**config.mk**
```make
export PLATFORM = sky130hd
export DESIGN_NAME = ecc_scrub_ctrl
export DESIGN_NICKNAME = d
export VERILOG_FILES = /design/src/rtl/ecc_scrub_pkg.sv /design/src/rtl/ecc_scrub_timer.sv /design/src/rtl/ecc_scrub_ctrl.sv
export SDC_FILE = /design/constraint.sdc
export NUM_CORES = 1
export LEC_CHECK = 0
export CAP_MARGIN = 20
export CORE_MARGIN = 2
export CORE_UTILIZATION = 48
export CTS_CLUSTER_SIZE = 28
export DETAILED_ROUTE_END_ITERATION = 6
export GPL_TIMING_DRIVEN = 0
export PLACE_DENSITY = 0.83
export SETUP_SLACK_MARGIN = 0.15
export SLEW_MARGIN = 10
export SYNTH_ARGS = -nofsm -noshare
export SYNTH_HDL_FRONTEND = slang
export SYNTH_SLANG_ARGS = --single-unit
```
**constraint.sdc**
```tcl
create_clock -name clk -period 8.25 [get_ports clk]
set_clock_uncertainty 0.1 [all_clocks]
set_input_delay 2.475 -clock clk [delete_from_list [all_inputs] [get_ports clk]]
set_output_delay 2.475 -clock clk [all_outputs]
set_load 0.02 [all_outputs]
```
**src/rtl/ecc_scrub_pkg.sv**
```systemverilog
// Shared widths and FSM state encoding for the background ECC scrubber.
package ecc_scrub_pkg;

   localparam int unsigned DATA_W = 32;
   localparam int unsigned CHK_W  = 8;

   typedef logic [2:0] state_t;

   localparam state_t StIdle  = 3'd0;
   localparam state_t StRead  = 3'd1;
   localparam state_t StWait  = 3'd2;
   localparam state_t StCheck = 3'd3;
   localparam state_t StWrite = 3'd4;
   localparam state_t StNext  = 3'd5;

endpackage

```
**src/rtl/ecc_scrub_timer.sv**
```systemverilog
// Interval counter between word scrubs: counts while enabled, stops at the
// terminal value and flags it until cleared.
module ecc_scrub_timer #(
   parameter int unsigned INTERVAL = 256
) (
   input  logic clk_i,
   input  logic rst_i,
   input  logic en_i,
   input  logic clr_i,
   output logic term_o
);

   localparam int unsigned CW = (INTERVAL > 1) ? $clog2(INTERVAL) : 1;

   logic [CW-1:0] cnt_q, cnt_d;

   assign term_o = (cnt_q == CW'(INTERVAL - 1));

   always_comb begin
      cnt_d = cnt_q;
      if (clr_i) begin
         cnt_d = '0;
      end else if (en_i && !term_o) begin
         cnt_d = cnt_q + CW'(1);
      end
   end

   always_ff @(posedge clk_i) begin
      if (rst_i) begin
         cnt_q <= '0;
      end else begin
         cnt_q <= cnt_d;
      end
   end

endmodule

```
**src/rtl/ecc_scrub_ctrl.sv**
```systemverilog
// Background scrub sequencer: reads each word, runs it past the external
// corrector, writes back corrected data and logs the correction.
module ecc_scrub_ctrl
   import ecc_scrub_pkg::*;
#(
   parameter int unsigned ADDR_W   = 10,
   parameter int unsigned DEPTH    = 1024,
   parameter int unsigned INTERVAL = 256,
   parameter int unsigned CNT_W    = 16
) (
   input  logic              clk,
   input  logic              rst,
   input  logic              scrub_en,
   input  logic              mem_busy,
   output logic              mem_req,
   output logic              mem_we,
   output logic [ADDR_W-1:0] mem_addr,
   output logic [DATA_W-1:0] mem_wdata,
   output logic [CHK_W-1:0]  mem_wchk,
   input  logic              mem_rvalid,
   input  logic [DATA_W-1:0] mem_rdata,
   input  logic [CHK_W-1:0]  mem_rchk,
   output logic              corr_en,
   output logic [DATA_W-1:0] corr_data,
   output logic [CHK_W-1:0]  corr_chk,
   input  logic [DATA_W-1:0] corr_out,
   output logic [CNT_W-1:0]  err_count,
   output logic [ADDR_W-1:0] last_err_addr,
   output logic              pass_done
);

   localparam logic [ADDR_W-1:0] LastAddr = ADDR_W'(DEPTH - 1);

   state_t              state_q, state_d;
   logic [ADDR_W-1:0]   addr_q, addr_d;
   logic [DATA_W-1:0]   raw_data_q, raw_data_d;
   logic [CHK_W-1:0]    raw_chk_q, raw_chk_d;
   logic [DATA_W-1:0]   corr_q, corr_d;
   logic [CNT_W-1:0]    err_count_q, err_count_d;
   logic [ADDR_W-1:0]   last_err_addr_q, last_err_addr_d;

   logic tmr_en, tmr_clr, tmr_term;
   logic issue;

   // The port is only ours in READ/WRITE cycles where the host is idle.
   assign issue   = ((state_q == StRead) || (state_q == StWrite)) && !mem_busy;
   assign tmr_en  = (state_q == StIdle) && scrub_en;
   assign tmr_clr = tmr_en && tmr_term;

   ecc_scrub_timer #(
      .INTERVAL (INTERVAL)
   ) u_timer (
      .clk_i  (clk),
      .rst_i  (rst),
      .en_i   (tmr_en),
      .clr_i  (tmr_clr),
      .term_o (tmr_term)
   );

   always_comb begin
      state_d         = state_q;
      addr_d          = addr_q;
      raw_data_d      = raw_data_q;
      raw_chk_d       = raw_chk_q;
      corr_d          = corr_q;
      err_count_d     = err_count_q;
      last_err_addr_d = last_err_addr_q;
      case (state_q)
         StIdle: begin
            if (tmr_clr) state_d = StRead;
         end
         StRead: begin
            if (!mem_busy) state_d = StWait;
         end
         StWait: begin
            if (mem_rvalid) begin
               raw_data_d = mem_rdata;
               raw_chk_d  = mem_rchk;
               state_d    = StCheck;
            end
         end
         StCheck: begin
            corr_d  = corr_out;
            // Check-bit-only errors leave data unchanged and skip writeback.
            state_d = (corr_out != raw_data_q) ? StWrite : StNext;
         end
         StWrite: begin
            if (!mem_busy) begin
               if (err_count_q != {CNT_W{1'b1}}) err_count_d = err_count_q + CNT_W'(1);
               last_err_addr_d = addr_q;
               state_d         = StNext;
            end
         end
         StNext: begin
            addr_d  = (addr_q == LastAddr) ? '0 : addr_q + ADDR_W'(1);
            state_d = StIdle;
         end
         default: state_d = StIdle;
      endcase
   end

   always_ff @(posedge clk) begin
      if (rst) begin
         state_q         <= StIdle;
         addr_q          <= '0;
         raw_data_q      <= '0;
         raw_chk_q       <= '0;
         corr_q          <= '0;
         err_count_q     <= '0;
         last_err_addr_q <= '0;
      end else begin
         state_q         <= state_d;
         addr_q          <= addr_d;
         raw_data_q      <= raw_data_d;
         raw_chk_q       <= raw_chk_d;
         corr_q          <= corr_d;
         err_count_q     <= err_count_d;
         last_err_addr_q <= last_err_addr_d;
      end
   end

   always_comb begin
      mem_req       = issue;
      mem_we        = issue && (state_q == StWrite);
      mem_addr      = issue ? addr_q : '0;
      mem_wdata     = mem_we ? corr_q : '0;
      mem_wchk      = mem_we ? raw_chk_q : '0;
      corr_en       = (state_q == StCheck);
      corr_data     = raw_data_q;
      corr_chk      = raw_chk_q;
      err_count     = err_count_q;
      last_err_addr = last_err_addr_q;
      pass_done     = (state_q == StNext) && (addr_q == LastAddr);
   end

endmodule

```
==> impl_metrics.csv, run 1 <==
group,metric,value,unit
status,status,"complete, no violations",
worst_setup_path,slowest_delay,0.65,ns
detailed_routing,viasPerCell,5.320,
logic_synthesis,async_reset_ff_share,0,%
worst_setup_path,path_depth,7,
cts,numCtsBuffers,17,
finish,nNetsFinal,966,
sta,fin_crit_sh,93.78,%
logic_synthesis,synth-simple-area-share,31.18,%
sta,tightest_slew,0.7490,ns
logic_synthesis,ys_seq_elements,119,
detailed_routing,ant_nets,0,
worst_setup_path,cpMostUsedCell,"clkdlybuf4s50_1",
global_routing,track_usage,29.55,%
hold_path,hold_path_class,"register to register",
logic_synthesis,synth-xor-area-share,10.06,%
worst_setup_path,path_buf_inv,5,
detailed_routing,first_pass_iters,5,
cts,cts_hold_repair.buffers,0,
worst_setup_path,critPathLaunchType,"input port",
logic_synthesis,ys_seq_area_share,44.87,%
global_routing,antenna_found_initial,0,
sta,rsz0062_at_grt,"false",
finish,instances_no_fill,1039,
worst_setup_path,critical-path-top-delay-family,"buffers and inverters",
logic_synthesis,synth_top_family_by_area,"simple AND/OR/NAND/NOR gates",
detailed_routing,drc,0,
sta,slew_headroom,49.68,%
worst_setup_path,cp_data_required_time,5.68,ns
sta,finalHoldViolations,0,
logic_synthesis,yosys_warnings,0,
placed_design,port_buffers,196,
die,start_util,49.19,%
power_and_ir_drop,powerDensity,174.0,nW/um^2
placed_design,place_hpwl,12680,um
worst_setup_path,worstPathMaxFanout,10,
worst_setup_path,crit_type,"input port to output port",
die,io_pins,197,
power_and_ir_drop,ir_drop,0.0001553,V
logic_synthesis,syn-mean-instance-area,7.912,um^2
cts,post_cts_buffers,0,
worst_setup_path,worstRegToRegCells,6,
finish,antennaDiodeCount,0,
logic_synthesis,synth_edf_count,0,
power_and_ir_drop,p_leak,2.821,nW
cts,h-tree-depth,4,
worst_setup_path,crit_chain,"clkdlybuf4s50_1, or4b_1, buf_2, inv_1, clkbuf_1, and2_1, clkdlybuf4s50_1",
logic_synthesis,synth.distinct_cells,39,
logic_synthesis,synth_fa_ha_area_share,0.7070,%
global_routing,grt_overflow_total,0,
die,die_w,109.2,um
logic_synthesis,ys.flop_type,"dfxtp_1",
sta,setup_viol,0,
finish,mostFrequentLayoutCells,"clkdlybuf4s50_1 (196), nand2_1 (180), dfxtp_1 (119)",
worst_setup_path,crit_path_end_kind,"output port",
sta,drv_slew,0,
finish,drive_above_1_share,5.562,%
sta,fin_setup_tns,0,ns
global_routing,grt_pass1_vias,5433,
placed_design,gp_congestion,0.8795,
cts,cts_root_buf,"clkbuf_8",
detailed_routing,wl,17620,um
logic_synthesis,synth_compound_area_share,9.427,%
power_and_ir_drop,p_total,1.402,mW
detailed_routing,routed-via-count,5527,
logic_synthesis,synth_mux_area_share,0.1885,%
global_routing,grt_pass1_wl,26910,um
logic_synthesis,netlist_area,5309,um^2
worst_setup_path,crit_slowest_cell,"clkdlybuf4s50_1",
detailed_routing,drtIter0Drc,391,
die,dieArea,11920,um^2
cts,clockBufferDepth,2,
die,row_count,38,
finish,multi_input_area,2738,um^2
run,cap_violations,0,
global_routing,grt_max_degree,17,
die,dieHeight,109.2,um
cts,cts_tree,"done",
hold_path,whs_path_depth,2,
cts,clk_latency,0.51,ns
finish,seq_area,2382,um^2
finish,nFillCells,796,
logic_synthesis,synth_cells,671,
placed_design,placed_cells,1007,
detailed_routing,wl_per_cell,16.96,um
cts,clk_pin_slew_worst_paths,0.05,ns
logic_synthesis,syn_nets,751,
die,core_area,10790,um^2
sta,timing.fmax,0.1293,GHz
finish,final_common_cell,"clkdlybuf4s50_1",
cts,cts_sinks,119,
cts,cts_resized,0,
worst_setup_path,arrival,5.16,ns
sta,layout_min_cycle_time,7.737,ns
finish,synthToLayoutAreaGrowth,51.76,%
power by group:
group	switching (mW)	leakage (nW)	internal, mW
Sequential	0.00123	0.958	0.576
Combinational	0.0291	1.58	0.0394
Clock	0.277	0.287	0.479
Total	0.308	2.82	1.09
through the flow:
step	hold WS, ns	setup slack (ns)	util, %	area, um^2
6_report	0.3496	0.5133	74.65	8056
5_1_grt	0.3747	0.3885	74.65	8056
4_1_cts	0.3526	0.5281	74.65	8056
3_5_place_dp	0.3433	0.5549	68.99	7446
3_3_place_gp	0.3376	0.6074	68.99	7446
2_1_floorplan	0.3317	1.814	-	5309
state kept, by name (all words and copies together), names as in the netlist:
name / count
addr_q: 10
corr_chk: 8
corr_data: 32
corr_q: 32
err_count: 16
last_err_addr: 10
state_q: 3
u_timer.cnt_q: 8
cells in the mapped netlist, drive strengths merged (10+ instances only):
library cell	number	share of area, %
nor3	14	1.6
nand2	180	13
nor4	11	1.6
nor2	41	2.9
dfxtp	119	45
and2	48	5.7
xor2	36	5.9
a21oi	89	8.4
nand4	13	1.6
nand3	12	1.1
xnor2	25	4.1
clkbuf	30	2.1
buf	10	0.94
tightest hold or removal path: stages (launching register included):
cell     delay (ns)
dfxtp_1        0.30
nand2_1        0.05
a21oi_1        0.05
worst paths after layout:
path	start	endpoint	slack (ns)
min reg2reg	corr_q[23]	corr_q[23]	0.35
max	mem_busy	mem_wdata[28]	0.51
min	corr_q[23]	corr_q[23]	0.35
max reg2reg	state_q[1]	corr_data[15]	5.96
area by class of cell:
type / count / area share, %
multi-input combinational: 505 / 33.98
buffer: 40 / 2.019
clock buffer: 19 / 5.482
clock inverter: 13 / 2.097
tap: 140 / 2.174
inverter: 7 / 0.3261
timing repair buffer: 196 / 24.35
sequential: 119 / 29.57
cell families after synthesis:
kind of cell,Yosys count
adders and majority gates,3
AOI/OAI and AO/OA,97
xor gates and xnor gates,61
buffers and inverters,47
DFF,119
muxes,1
and+or+nand+nor,343
metal layers:
layer  global-route usage, %  share of wire (%)  vias to the layer above
met5                       0                  0                        -
met4                   11.63                2.7                        0
met3                   8.249                8.0                       41
met2                   50.71                 49                      254
met1                   34.81                 40                     2589
li1                        -                  -                     2643
No activity file was read; power rests on OpenSTA's default activity.
==> run 2: changes to the inputs <==
--- a/config.mk
+++ b/config.mk
@@ -5,9 +5,9 @@
 export SDC_FILE = /design/constraint.sdc
 export NUM_CORES = 1
 export LEC_CHECK = 0
-export CAP_MARGIN = 20
 export CORE_MARGIN = 2
 export CORE_UTILIZATION = 48
+export CTS_CLUSTER_DIAMETER = 80
 export CTS_CLUSTER_SIZE = 28
 export DETAILED_ROUTE_END_ITERATION = 6
 export GPL_TIMING_DRIVEN = 0
==> results of run 2 <==
Same layout as run 1: the final DEF is identical, and so are final timing and power.
==> run 3: changes to the inputs <==
--- a/config.mk
+++ b/config.mk
@@ -5,6 +5,7 @@
 export SDC_FILE = /design/constraint.sdc
 export NUM_CORES = 1
 export LEC_CHECK = 0
+export CAP_MARGIN = 15
 export CORE_MARGIN = 2
 export CORE_UTILIZATION = 48
 export CTS_CLUSTER_DIAMETER = 80
==> results of run 3 <==
Same layout as run 1: the final DEF is identical, and so are final timing and power.
